===== src/rtl/bus_arbiter.sv =====
// bus_arbiter: two-requester (CPU data port, DMA copy engine) single-slave bus arbiter.
// Round-robin on ties, one transfer in flight, all outputs registered.
// Optional XFER timeout guarded by macro ARB_TIMEOUT_EN; when undefined the
// transfer waits for bus_ready indefinitely and bus_err is tied low.
//
// state | meaning
// IDLE  | arbitrate; latch winner's addr/we/wdata and raise strobe
// XFER  | strobe held until bus_ready (or timeout); capture read data
// DONE  | one-cycle ack to the granted requester, then back to IDLE
module bus_arbiter #(
  parameter int unsigned TIMEOUT_CYCLES = 255
) (
  input  logic        clk,
  input  logic        resetn,
  input  logic        cpu_req,
  input  logic        cpu_we,
  input  logic [31:0] cpu_addr,
  input  logic [31:0] cpu_wdata,
  output logic        cpu_ack,
  output logic [31:0] cpu_rdata,
  input  logic        dma_req,
  input  logic        dma_we,
  input  logic [31:0] dma_addr,
  input  logic [31:0] dma_wdata,
  output logic        dma_ack,
  output logic [31:0] dma_rdata,
  output logic [31:0] bus_addr,
  output logic        bus_ren,
  output logic        bus_wen,
  output logic [31:0] bus_wdata,
  input  logic [31:0] bus_rdata,
  input  logic        bus_ready,
  output logic        bus_err
);

  typedef enum logic [1:0] {IDLE, XFER, DONE} state_t;

  localparam logic GNT_CPU = 1'b0;
  localparam logic GNT_DMA = 1'b1;

  if (TIMEOUT_CYCLES == 0 || TIMEOUT_CYCLES > 65535) begin : g_bad_timeout
    $error("bus_arbiter: TIMEOUT_CYCLES must be within 1..65535");
  end

  state_t      state_q, state_d;
  logic        last_grant_q, last_grant_d;
  logic        grant_dma;
  logic [31:0] bus_addr_d, bus_wdata_d, cpu_rdata_d, dma_rdata_d;
  logic        bus_ren_d, bus_wen_d, cpu_ack_d, dma_ack_d;
`ifdef ARB_TIMEOUT_EN
  logic [15:0] cnt_q, cnt_d;
  logic        bus_err_d;
`endif

  // Next-state and next-output computation; registered below.
  always_comb begin
    state_d      = state_q;
    last_grant_d = last_grant_q;
    grant_dma    = 1'b0;
    bus_addr_d   = bus_addr;
    bus_wdata_d  = bus_wdata;
    bus_ren_d    = bus_ren;
    bus_wen_d    = bus_wen;
    cpu_rdata_d  = cpu_rdata;
    dma_rdata_d  = dma_rdata;
    cpu_ack_d    = 1'b0;
    dma_ack_d    = 1'b0;
`ifdef ARB_TIMEOUT_EN
    cnt_d        = cnt_q;
    bus_err_d    = 1'b0;
`endif
    case (state_q)
      IDLE: begin
        if (cpu_req || dma_req) begin
          // DMA wins only when alone or when the CPU had the previous grant.
          grant_dma    = dma_req && (!cpu_req || last_grant_q == GNT_CPU);
          last_grant_d = grant_dma ? GNT_DMA : GNT_CPU;
          bus_addr_d   = grant_dma ? dma_addr  : cpu_addr;
          bus_wdata_d  = grant_dma ? dma_wdata : cpu_wdata;
          bus_wen_d    = grant_dma ? dma_we    : cpu_we;
          bus_ren_d    = grant_dma ? !dma_we   : !cpu_we;
          state_d      = XFER;
`ifdef ARB_TIMEOUT_EN
          cnt_d        = 16'd0;
`endif
        end
      end
      XFER: begin
        if (bus_ready) begin
          bus_ren_d = 1'b0;
          bus_wen_d = 1'b0;
          state_d   = DONE;
          if (last_grant_q == GNT_DMA) begin
            dma_ack_d = 1'b1;
            if (bus_ren) dma_rdata_d = bus_rdata;
          end else begin
            cpu_ack_d = 1'b1;
            if (bus_ren) cpu_rdata_d = bus_rdata;
          end
        end
`ifdef ARB_TIMEOUT_EN
        else begin
          cnt_d = cnt_q + 16'd1;
          if (cnt_d == 16'(TIMEOUT_CYCLES)) begin
            bus_ren_d = 1'b0;
            bus_wen_d = 1'b0;
            bus_err_d = 1'b1;
            state_d   = DONE;
            if (last_grant_q == GNT_DMA) begin
              dma_ack_d   = 1'b1;
              dma_rdata_d = 32'hDEAD_BEEF;
            end else begin
              cpu_ack_d   = 1'b1;
              cpu_rdata_d = 32'hDEAD_BEEF;
            end
          end
        end
`endif
      end
      DONE: state_d = IDLE;
      default: state_d = IDLE;
    endcase
  end

  // State and output registers; reset drops strobes immediately without an ack.
  always_ff @(posedge clk or negedge resetn) begin
    if (!resetn) begin
      state_q      <= IDLE;
      last_grant_q <= GNT_DMA;
      bus_addr     <= '0;
      bus_wdata    <= '0;
      bus_ren      <= 1'b0;
      bus_wen      <= 1'b0;
      cpu_rdata    <= '0;
      dma_rdata    <= '0;
      cpu_ack      <= 1'b0;
      dma_ack      <= 1'b0;
`ifdef ARB_TIMEOUT_EN
      cnt_q        <= '0;
      bus_err      <= 1'b0;
`endif
    end else begin
      state_q      <= state_d;
      last_grant_q <= last_grant_d;
      bus_addr     <= bus_addr_d;
      bus_wdata    <= bus_wdata_d;
      bus_ren      <= bus_ren_d;
      bus_wen      <= bus_wen_d;
      cpu_rdata    <= cpu_rdata_d;
      dma_rdata    <= dma_rdata_d;
      cpu_ack      <= cpu_ack_d;
      dma_ack      <= dma_ack_d;
`ifdef ARB_TIMEOUT_EN
      cnt_q        <= cnt_d;
      bus_err      <= bus_err_d;
`endif
    end
  end

`ifndef ARB_TIMEOUT_EN
  assign bus_err = 1'b0;
`endif

endmodule


===== config.mk =====
export PLATFORM = sky130hd
export DESIGN_NAME = bus_arbiter
export DESIGN_NICKNAME = d
export VERILOG_FILES = /design/src/rtl/bus_arbiter.sv
export SDC_FILE = /design/constraint.sdc
export NUM_CORES = 1
export LEC_CHECK = 0
export CORE_MARGIN = 3
export CORE_UTILIZATION = 45
export CTS_BUF_LIST = sky130_fd_sc_hd__clkbuf_2 sky130_fd_sc_hd__clkbuf_4 sky130_fd_sc_hd__clkbuf_8
export DETAILED_ROUTE_END_ITERATION = 10
export GPL_ROUTABILITY_DRIVEN = 0
export PLACE_DENSITY = 0.91
export SYNTH_ARGS = -nofsm -noshare
export SYNTH_HDL_FRONTEND = slang
export SYNTH_SLANG_ARGS = --single-unit

===== constraint.sdc =====
create_clock -name clk -period 2.8 [get_ports clk]
set_input_delay 0.84 -clock clk [delete_from_list [all_inputs] [get_ports clk]]
set_output_delay 0.84 -clock clk [all_outputs]
set_load 0.05 [all_outputs]

==> results of run 1 <==
[layout by cell type, fill, tap and decap left out, drive strengths merged]
cell type / n
mux2: 194
nand3b: 1
mux2i: 1
nor2: 2
clkdlybuf4s50: 297
o21ai: 2
nor3b: 1
and2: 2
clkinvlp: 2
nand3: 1
nand2: 1
bufinv: 2
a31oi: 1
buf: 17
a21oi: 1
clkbuf: 18
clkinv: 6
nand2b: 1
dfrtp: 134
dfstp: 1
inv: 5
a21bo: 1
conb: 1
[worst paths after layout]
kind                               from             to  slack [ns]  cells after the start
max in group asynchronous        resetn  bus_wdata[23]        1.84                      2
hold / removal                   resetn  cpu_rdata[28]        0.33                      1
min in group clk           bus_addr[25]   bus_addr[25]        0.51                      1
hold reg to reg            bus_addr[25]   bus_addr[25]        0.51                      1
setup / recovery                bus_ren        bus_ren        0.22                      1
setup reg to reg           last_grant_q        bus_wen        0.82                      4
[flip-flops by register name, indices dropped and copies added, names as in the netlist]
register / flops
bus_addr: 32
bus_ren: 1
bus_wdata: 32
bus_wen: 1
cpu_ack: 1
cpu_rdata: 32
dma_ack: 1
dma_rdata: 32
last_grant_q: 1
state_q: 2
[power by group through the flow]
stage	Sequential (mW)	Combinational, mW	Clock, mW
finish	3.47	7.66	1.60
global route	3.59	7.93	1.74
CTS	3.47	7.73	1.64
detailed placement	3.51	7.71	0
global placement	3.41	7.59	0
floorplan	6.75	1.65	0
[per-stage QoR]
step | setup slack, ns | area (sq um)
floorplan | 0.8004 | 6002
global placement | 0.1435 | 9274
detailed placement | 0.1175 | 9274
CTS | 0.1924 | 9663
finish | 0.2249 | 9663
global route | 0.1618 | 9663
[cell type report]
type / count / area [sq um] / area share, %
clock buffer: 18 / 241.5 / 2.499
clock inverter: 14 / 147.6 / 1.528
inverter: 1 / 3.754 / 0.03884
multi-input combinational: 210 / 2496 / 25.83
sequential: 135 / 3379 / 34.97
tap: 172 / 215.2 / 2.227
timing repair buffer: 314 / 3179 / 32.90
[cell families (layout without fill, tap and decap cells)]
kind of cell | Yosys count | after routing | synth area share (%)
other | 1 | 1 | 0.06248
and+or+nand+nor | 9 | 9 | 0.9172
AOI/OAI and AO/OA | 5 | 5 | 0.5210
muxes | 195 | 195 | 39.69
DFF | 135 | 135 | 56.31
buffers and inverters | 23 | 347 | 2.501
[layer usage]
layer,vias up,share of wire (%)
met5,-,0
met4,0,3.9
met3,42,8.0
met2,207,53
met1,2102,35
li1,1943,-
==> impl_results.md, run 1 <==
* Status: complete, no violations
* Initial Util at 46.80%
* Full die area at 0.01476 sq mm
* Final Max Tran Viols at 0
* CP Buf/Inv Count at 1
* Yosys reg bits at 135
* Total power draw at 12.72 mW
* Delay-heaviest family, CP: buffers and inverters
* Root Buffer: clkbuf_8
* Final worst path period need at 2.575 ns
* Clk_skew at 0.01100 ns
* Pwr per Cell Area at 1317 mW/mm^2
* First-pass GRT wire length at 26370 microns
* Top-count cell post-synth: mux2_2
* Worst Path Required at 1.96 ns
* Worst hold path class: in2async
* Switch Pwr at 6.008 mW
* Total negative slack at 0 ns
* Critical path class: reg2out
* Antenna Violating Nets Remaining at 0
* Vias in the first global route at 4927
* Grt met1 use at 25.16%
* Yosys warns at 0
* Crit end category: primary output
* Area Overhead vs Synth at 61.00%
* Vias per cell at 4.970
* Drt pass-1 iters at 4
* Worst slew pin tran at 0.5677 ns
* FILL cells at 809
* Clock power frac at 12.5%
* Post-synth EDFFs at 0
* Met2 Track Usage GR at 41.87%
* DRC at 0
* Post-detail-place hpwl at 12990 microns
* I/O Buffers at 298
* Sw Ratio at 47.22%
* Non-filler cells, final at 864
* Post-Syn Instances at 368
* Initial antenna violation count at 0
* DIE WIDTH at 121.5 microns
* Ant. Diodes at 0
* Clk pin slew, worst setup/hold paths at 0.08 ns
* I/O Pins at 300
* Max cap viols at 0
* Layout cell share with drive strength beyond 1 at 35.69%
* Reg power frac at 27.3%
* Setup Fix Bufs, Post-CTS at 0
* Main area contributors after synthesis: dfrtp_1 (56%), mux2_2 (27%), mux2_4 (13%)
* Slowest-stage cell, CP: clkdlybuf4s50_1
* Top cell type's share of synthesized area at 55.87%
* Clock latency on the worst-skew pair at 0.44 ns
* Setup violations, final at 0
* Area leader, netlist: dfrtp_1
* CTS Sinks at 135
* All-layer global routing usage at 23.57%
* Synth Flop Type: dfrtp_1
* Post-Syn Nets at 535
* DR vias at 4294
* Pleak at 4.170 nW
* Post-synth top cells: mux2_2 (144), dfrtp_1 (134), mux2_4 (50)
* Data arrival, critical path at 1.74 ns
* M3 GR Usage at 7.086%
* Inserted Clock Buffers at 17
* Placed cells at 832
* Grt ovf at 0
* RSZ-0062 raised after global routing: no
* Routed WL per cell at 19.59 microns
* Chip Height at 121.5 microns
* Clock buffer depth at 2
* F_max at 0.3883 GHz
* Async set or reset register ratio after synthesis at 100.0%
* Worst rel slew slack at 62.04%
* Internal power at 6.717 mW
* Number of DRC markers in iteration 0 at 155
* Worst setup SP type: flip-flop
* CTS tree: done
* # resized after CTS at 0
* Post-cts hold buffer count at 0
* Fin Hold WS at 0.3315 ns
* Worst vdd ir at 0.7438 mV
* Cell Area, Synth at 0.006002 sq mm
* Busiest layer in global routing: met2
* Final Cycle Share at 91.97%
* Final Hold Fails at 0
* CORE AREA at 0.01282 sq mm
* Final #Nets at 846
* Post-synth cell types at 23
* Comb pwr share at 60.2%
* Mapped Avg Cell Area at 16.31 sq um
* Sequential area share after synthesis at 56.31%
* Worst path max stage delay at 0.86 ns
* Critical-path maximum fanout at 4
* Largest net degree at the start of global routing at 68
* Worst path cell trace: clkdlybuf4s50_1
* WL final at 16930 microns
* Rows at 41
* H-tree levels at 4
* Final core occ at 75.35%
Note: power is estimated with default switching activity, not from simulation.
==> run 2: changes to the inputs <==
CORE_UTILIZATION = 38   (was 45)
PLACE_DENSITY = 0.82   (was 0.91)
clock period = 2.3 ns   (was 2.8 ns; I/O delays follow)
==> impl_results.md, run 2 (synthesis results as in run 1) <==
* Status: complete, no violations (unchanged)
* Pre-CTS WS at -0.09514 ns (was 0.1175 ns)
* Worst rel slew slack at 63.98% (was 62.04%)
* Final #Nets at 851 (was 846)
* Worst hold path class: in2async (unchanged)
* Commonest non-fill, non-tap cell in the layout: clkdlybuf4s50_1 (unchanged)
* Area after DPL at 0.009360 sq mm (was 0.009274 sq mm)
* CORE AREA at 0.01531 sq mm (was 0.01282 sq mm)
* Area of the multi-input gates at 0.002496 sq mm (unchanged)
* Data arrival, critical path at 1.36 ns (was 1.74 ns)
* I/O Buffers at 298 (unchanged)
* Largest net degree at the start of global routing at 48 (was 68)
* WL final at 16100 microns (was 16930 microns)
* Initial antenna violation count at 0 (unchanged)
* Most frequent cells in the layout: clkdlybuf4s50_1 (165), mux2_2 (144), dfrtp_1 (134), dlygate4sd2_1 (123), mux2_4 (50) (was clkdlybuf4s50_1 (297), mux2_2 (144), dfrtp_1 (134), mux2_4 (50), clkbuf_8 (17))
* DIE WIDTH at 131.7 microns (was 121.5 microns)
* Met2 Track Usage GR at 33.98% (was 41.87%)
* Full die area at 0.01734 sq mm (was 0.01476 sq mm)
* Grt met1 use at 20.68% (was 25.16%)
* RSZ-0062 raised after global routing: no (unchanged)
* Worst Path Required at 1.61 ns (was 1.96 ns)
* DRC at 0 (unchanged)
* Post-cts hold buffer count at 0 (unchanged)
* Root Buffer: clkbuf_8 (unchanged)
* Final worst slack at 0.2545 ns (was 0.2249 ns)
* M3 GR Usage at 6.700% (was 7.086%)
* Area Overhead vs Synth at 60.23% (was 61.00%)
* Setup crit start: bus_wdata[18] (was bus_ren)
* Drt pass-1 iters at 6 (was 4)
* Final Max Tran Viols at 0 (unchanged)
* Final Cycle Share at 88.93%
* Reg2Reg Setup Slack at 0.58 ns (was 0.82 ns)
* Setup violations, final at 0 (unchanged)
* Register area at 0.003379 sq mm (unchanged)
* Inserted Clock Buffers at 17 (unchanged)
* Crit end category: primary output (unchanged)
* F_max at 0.4889 GHz
* FILL cells at 1222 (was 809)
* Vias in the first global route at 4721 (was 4927)
* Slowest-stage cell, CP: dlygate4sd2_1 (was clkdlybuf4s50_1)
* DR vias at 4205 (was 4294)
* All-layer global routing usage at 18.89% (was 23.57%)
* Clk pin slew, worst setup/hold paths at 0.08 ns (about the same)
* Layout cell share with drive strength beyond 1 at 36.87% (was 35.69%)
* CTS Sinks at 135 (unchanged)
* Worst path cell trace: dlygate4sd2_1 (was clkdlybuf4s50_1)
* Clk_skew at 0.01399 ns (was 0.01100 ns)
* Pleak at 4.471 nW (was 4.170 nW)
* Routed WL per cell at 17.73 microns (was 19.59 microns)
* Worst vdd ir at 0.7715 mV (was 0.7438 mV)
* Final worst path period need at 2.045 ns
* Chip Height at 131.7 microns (was 121.5 microns)
* Clock latency on the worst-skew pair at 0.44 ns (about the same)
* Worst path max stage delay at 0.56 ns (was 0.86 ns)
* Rows at 45 (was 41)
* Vias per cell at 4.631 (was 4.970)
* Ant. Diodes at 0 (unchanged)
* Antenna Violating Nets Remaining at 0 (unchanged)
* Worst setup SP type: flip-flop (unchanged)
* Delay-heaviest family, CP: buffers and inverters (unchanged)
* Max cap viols at 0 (unchanged)
* CP Buf/Inv Count at 1 (unchanged)
* Critical path class: reg2out (unchanged)
* Number of DRC markers in iteration 0 at 86 (was 155)
* H-tree levels at 4 (unchanged)
* I/O Pins at 300 (unchanged)
* First-pass GRT wire length at 25910 microns (was 26370 microns)
* Critical-path maximum fanout at 2 (was 4)
* Post-detail-place hpwl at 12480 microns (was 12990 microns)
* CTS tree: done (unchanged)
* Grt ovf at 0 (unchanged)
* Initial Util at 39.19% (was 46.80%)
* Clock buffer depth at 2 (unchanged)
* Busiest layer in global routing: met2 (unchanged)
* FF-to-FF Start: last_grant_q (unchanged)
* Worst slew pin tran at 0.5425 ns (was 0.5677 ns)
* Final Hold Fails at 0 (unchanged)
* Design Area, Final at 0.009617 sq mm (was 0.009663 sq mm)
* Pwr per Cell Area at 1525 mW/mm^2 (was 1317 mW/mm^2)
==> run 2: cell count changes in the layout (fill, tap and decap cells not counted), moves of 2 or more <==
| cell | previous run | this run |
|---|---|---|
| clkdlybuf4s50_1 | 297 | 165 |
| buf_4 | 10 | 19 |
| dlygate4sd2_1 | 0 | 123 |
| clkinv_2 | 4 | 2 |
| dlymetal6s2s_1 | 0 | 4 |
==> run 2: per-stage QoR <==
stage                     cells  TNS (ns)  utilization [%]  hold slack, ns  power [mW]
after floorplan             368         0                -          0.3944       10.24
final                       908         0            62.79          0.1851       14.66
after global routing        908         0            62.79          0.1663       15.33
after global placement      876    -2.955            61.12          0.4871       13.44
after CTS                   908         0            62.73          0.1659       14.83
after detailed placement    876    -3.914            61.12          0.4922       13.62
==> run 2: path summary, 6_finish.rpt <==
path                                       to  cells past startpoint
worst min-delay path            dma_rdata[21]                      1
worst max-delay path            bus_wdata[18]                      1
worst max register to register        bus_wen                      4
max in group asynchronous        bus_addr[21]                      2
worst min register to register   bus_addr[21]                      1
min in group clk                 bus_addr[21]                      1
==> run 2: report_power, final <==
group	switching, mW	total, mW	internal [mW]
registers	0.559	4.12	3.56
logic	5.67	8.57	2.90
clock network	0.958	1.97	1.01
==> run 2: what timing repair did <==
| item | 4_1_cts | 5_1_grt |
|---|---|---|
| gates resized for setup | 123 | 4 |
| hold endpoints to repair | 0 | 0 |
| setup buffers | 0 | 0 |
| setup endpoints to repair | 123 | 4 |
==> run 2: area by class of cell <==
type / count / area share [%]
clock buffer: 19 / 2.654
clock inverter: 13 / 1.509
inverter: 1 / 0.03903
multi-input combinational: 210 / 25.96
sequential: 135 / 35.14
tap: 211 / 2.745
timing repair buffer: 319 / 31.95
==> run 2: metal layers <==
| layer | share of wire [%] | vias to the layer above |
|---|---|---|
| met1 | 38 | 2056 |
| met5 | 0 | - |
| met2 | 53 | 178 |
| met4 | 1.5 | 0 |
| met3 | 7.4 | 17 |
| li1 | - | 1954 |
==> run 3: changes to the inputs <==
CELL_PAD_IN_SITES_DETAIL_PLACEMENT = 2   (was unset)
CELL_PAD_IN_SITES_GLOBAL_PLACEMENT = 2   (was unset)
CORE_UTILIZATION = 24   (was 38)
CTS_CLUSTER_SIZE = 25   (was unset)
PLACE_DENSITY = 0.8   (was 0.82)
==> impl_results.md, run 3 (synthesis results as in run 1) <==
* DR vias at 4382 (was 4205)
* Inserted Clock Buffers at 17 (unchanged)
* Vias in the first global route at 5247 (was 4721)
* Fin Hold WS at 0.1830 ns (was 0.1851 ns)
* Non-filler cells, final at 1032 (was 908)
* Final worst path period need at 2.058 ns (was 2.045 ns)
* Setup Fix Bufs, Post-CTS at 0 (unchanged)
* Final worst slack at 0.2416 ns (was 0.2545 ns)
* I/O Buffers at 298 (unchanged)
* Clock power frac at 13.4% (about the same)
* Crit end category: flip-flop (was primary output)
* Vias per cell at 4.246 (was 4.631)
* Final Hold Fails at 0 (unchanged)
* Max cap viols at 0 (unchanged)
* Final Cycle Share at 89.50% (was 88.93%)
* Worst slew pin tran at 0.5637 ns (was 0.5425 ns)
* Slowest-stage cell, CP: clkdlybuf4s50_1 (was dlygate4sd2_1)
* Worst setup SP type: input pin (was flip-flop)
* Clock latency on the worst-skew pair at 0.43 ns (was 0.44 ns)
* FF-to-FF Start: last_grant_q (unchanged)
* Worst vdd ir at 0.7347 mV (was 0.7715 mV)
* Switch Pwr at 7.448 mW (was 7.189 mW)
* Total negative slack at 0 ns (unchanged)
* DRC at 0 (unchanged)
* Most frequent cells in the layout: clkdlybuf4s50_1 (165), mux2_2 (144), dfrtp_1 (134), dlygate4sd2_1 (121), mux2_4 (50) (was clkdlybuf4s50_1 (165), mux2_2 (144), dfrtp_1 (134), dlygate4sd2_1 (123), mux2_4 (50))
* Final #Nets at 862 (was 851)
* Setup violations, final at 0 (unchanged)
* CTS Sinks at 135 (unchanged)
* All-layer global routing usage at 15.01% (was 18.89%)
* FILL cells at 2495 (was 1222)
* Pleak at 4.488 nW (was 4.471 nW)
* Post-cts hold buffer count at 0 (unchanged)
* RSZ-0062 raised after global routing: no (unchanged)
* H-tree levels at 4 (unchanged)
* Layout cell share with drive strength beyond 1 at 38.70% (was 36.87%)
* Final core occ at 40.18% (was 62.79%)
* DIE WIDTH at 164.1 microns (was 131.7 microns)
* Worst path cell trace: clkdlybuf4s50_1 -> a21bo_4 -> buf_12 -> mux2_4 -> mux2_2 (was dlygate4sd2_1)
* Final Max Tran Viols at 0 (unchanged)
* Placed cells at 1000 (was 876)
* Worst Path Required at 2.61 ns (was 1.61 ns)
* Area Overhead vs Synth at 63.75% (was 60.23%)
* Sw Ratio at 49.52% (was 49.03%)
* Critical path class: in2reg (was reg2out)
* Setup crit start: cpu_req (was bus_wdata[18])
* Comb pwr share at 58.6% (was 58.4%)
* R2R cell count at 4 (unchanged)
* Drt pass-1 iters at 4 (was 6)
* Initial Util at 24.54% (was 39.19%)
* Root Buffer: clkbuf_8 (unchanged)
* Worst path max stage delay at 0.52 ns (was 0.56 ns)
* Status: complete, no violations (unchanged)
* Reg power frac at 28.0% (was 28.1%)
* Clk pin slew, worst setup/hold paths at 0.08 ns (about the same)
* CP Buf/Inv Count at 2 (was 1)
* Worst hold path class: in2async (unchanged)
* Data arrival, critical path at 2.36 ns (was 1.36 ns)
* Pre-CTS WS at -0.2131 ns (was -0.09514 ns)
* Antenna Violating Nets Remaining at 0 (unchanged)
* I/O Pins at 300 (unchanged)
* F_max at 0.4858 GHz (was 0.4889 GHz)
* Worst r2r dst: bus_addr[13] (was bus_wen)
* Initial antenna violation count at 0 (unchanged)
* Commonest non-fill, non-tap cell in the layout: clkdlybuf4s50_1 (unchanged)
* Chip Height at 164.1 microns (was 131.7 microns)
* First-pass GRT wire length at 30660 microns (was 25910 microns)
* Worst rel slew slack at 62.57% (was 63.98%)
* Delay-heaviest family, CP: buffers and inverters (unchanged)
* Reg2Reg Setup Slack at 0.38 ns (was 0.58 ns)
* Rows at 57 (was 45)
* Routed WL per cell at 19.94 microns (was 17.73 microns)
* Clock buffer depth at 2 (unchanged)
* Clk_skew at 0.01617 ns (was 0.01399 ns)
* Critical-path maximum fanout at 20 (was 2)
* Full die area at 0.02694 sq mm (was 0.01734 sq mm)
* Grt ovf at 0 (unchanged)
* Largest net degree at the start of global routing at 50 (was 48)
* CORE AREA at 0.02446 sq mm (was 0.01531 sq mm)
* Post-detail-place hpwl at 15990 microns (was 12480 microns)
* CTS tree: done (unchanged)
* Ant. Diodes at 0 (unchanged)
* Number of DRC markers in iteration 0 at 121 (was 86)
* Pwr per Cell Area at 1530 mW/mm^2 (was 1525 mW/mm^2)
* Internal power at 7.591 mW (was 7.473 mW)
* WL final at 20580 microns (was 16100 microns)
==> run 3: area by class of cell <==
cell class / instances / area (sq um) / area share, %
Clock buffer: 19 / 255.2 / 2.597
Clock inverter: 13 / 145.1 / 1.477
Inverter: 1 / 3.754 / 0.03819
Multi-Input combinational cell: 210 / 2501 / 25.45
Sequential cell: 135 / 3379 / 34.39
Tap cell: 324 / 405.4 / 4.125
Timing Repair Buffer: 330 / 3138 / 31.93
==> run 3: worst max path at each step <==
stage               depth (start not counted)  slack [ns]             to
finish                                      5        0.24   bus_addr[13]
global route                                1        0.16  dma_rdata[21]
CTS                                         1       0.002   bus_addr[27]
detailed placement                          5       -0.21   bus_addr[13]
global placement                            5       -0.15   bus_addr[23]
floorplan                                   5        0.45   bus_addr[10]
==> run 3: power groups by stage <==
stage	registers, mW	clock network (mW)	logic [mW]
final	4.21	2.01	8.81
after global routing	4.39	2.23	9.20
after CTS	4.24	2.10	8.94
after detailed placement	4.31	0	9.66
after global placement	4.19	0	9.48
after floorplan	8.22	0	2.01
==> run 3: worst register-to-register path, stage by stage (launching register included) <==
cell and delay, ns:
dfstp_2 0.64, a21bo_4 0.31, buf_12 0.25, mux2_4 0.33
mux2_2 0.27
==> run 3: stage by stage <==
stage	power (mW)	area (sq um)
2_1_floorplan	10.24	6002
3_3_place_gp	13.67	9577
3_5_place_dp	13.97	9577
4_1_cts	15.28	9826
5_1_grt	15.81	9828
6_report	15.04	9828
==> run 3: layer usage <==
layer  up-vias  global-route usage (%)  part of all wire, %
met5         -                       0                    0
met3        19                   4.187                  5.4
met2       152                   28.11                   56
li1       1968                       -                    -
met1      2243                   16.47                   37
met4         0                   4.191                  1.8
==> run 3: timing repair <==
item / CTS / global route
gates cloned: 0 / 0
gates resized for setup: 121 / 1
setup endpoints to repair: 121 / 1
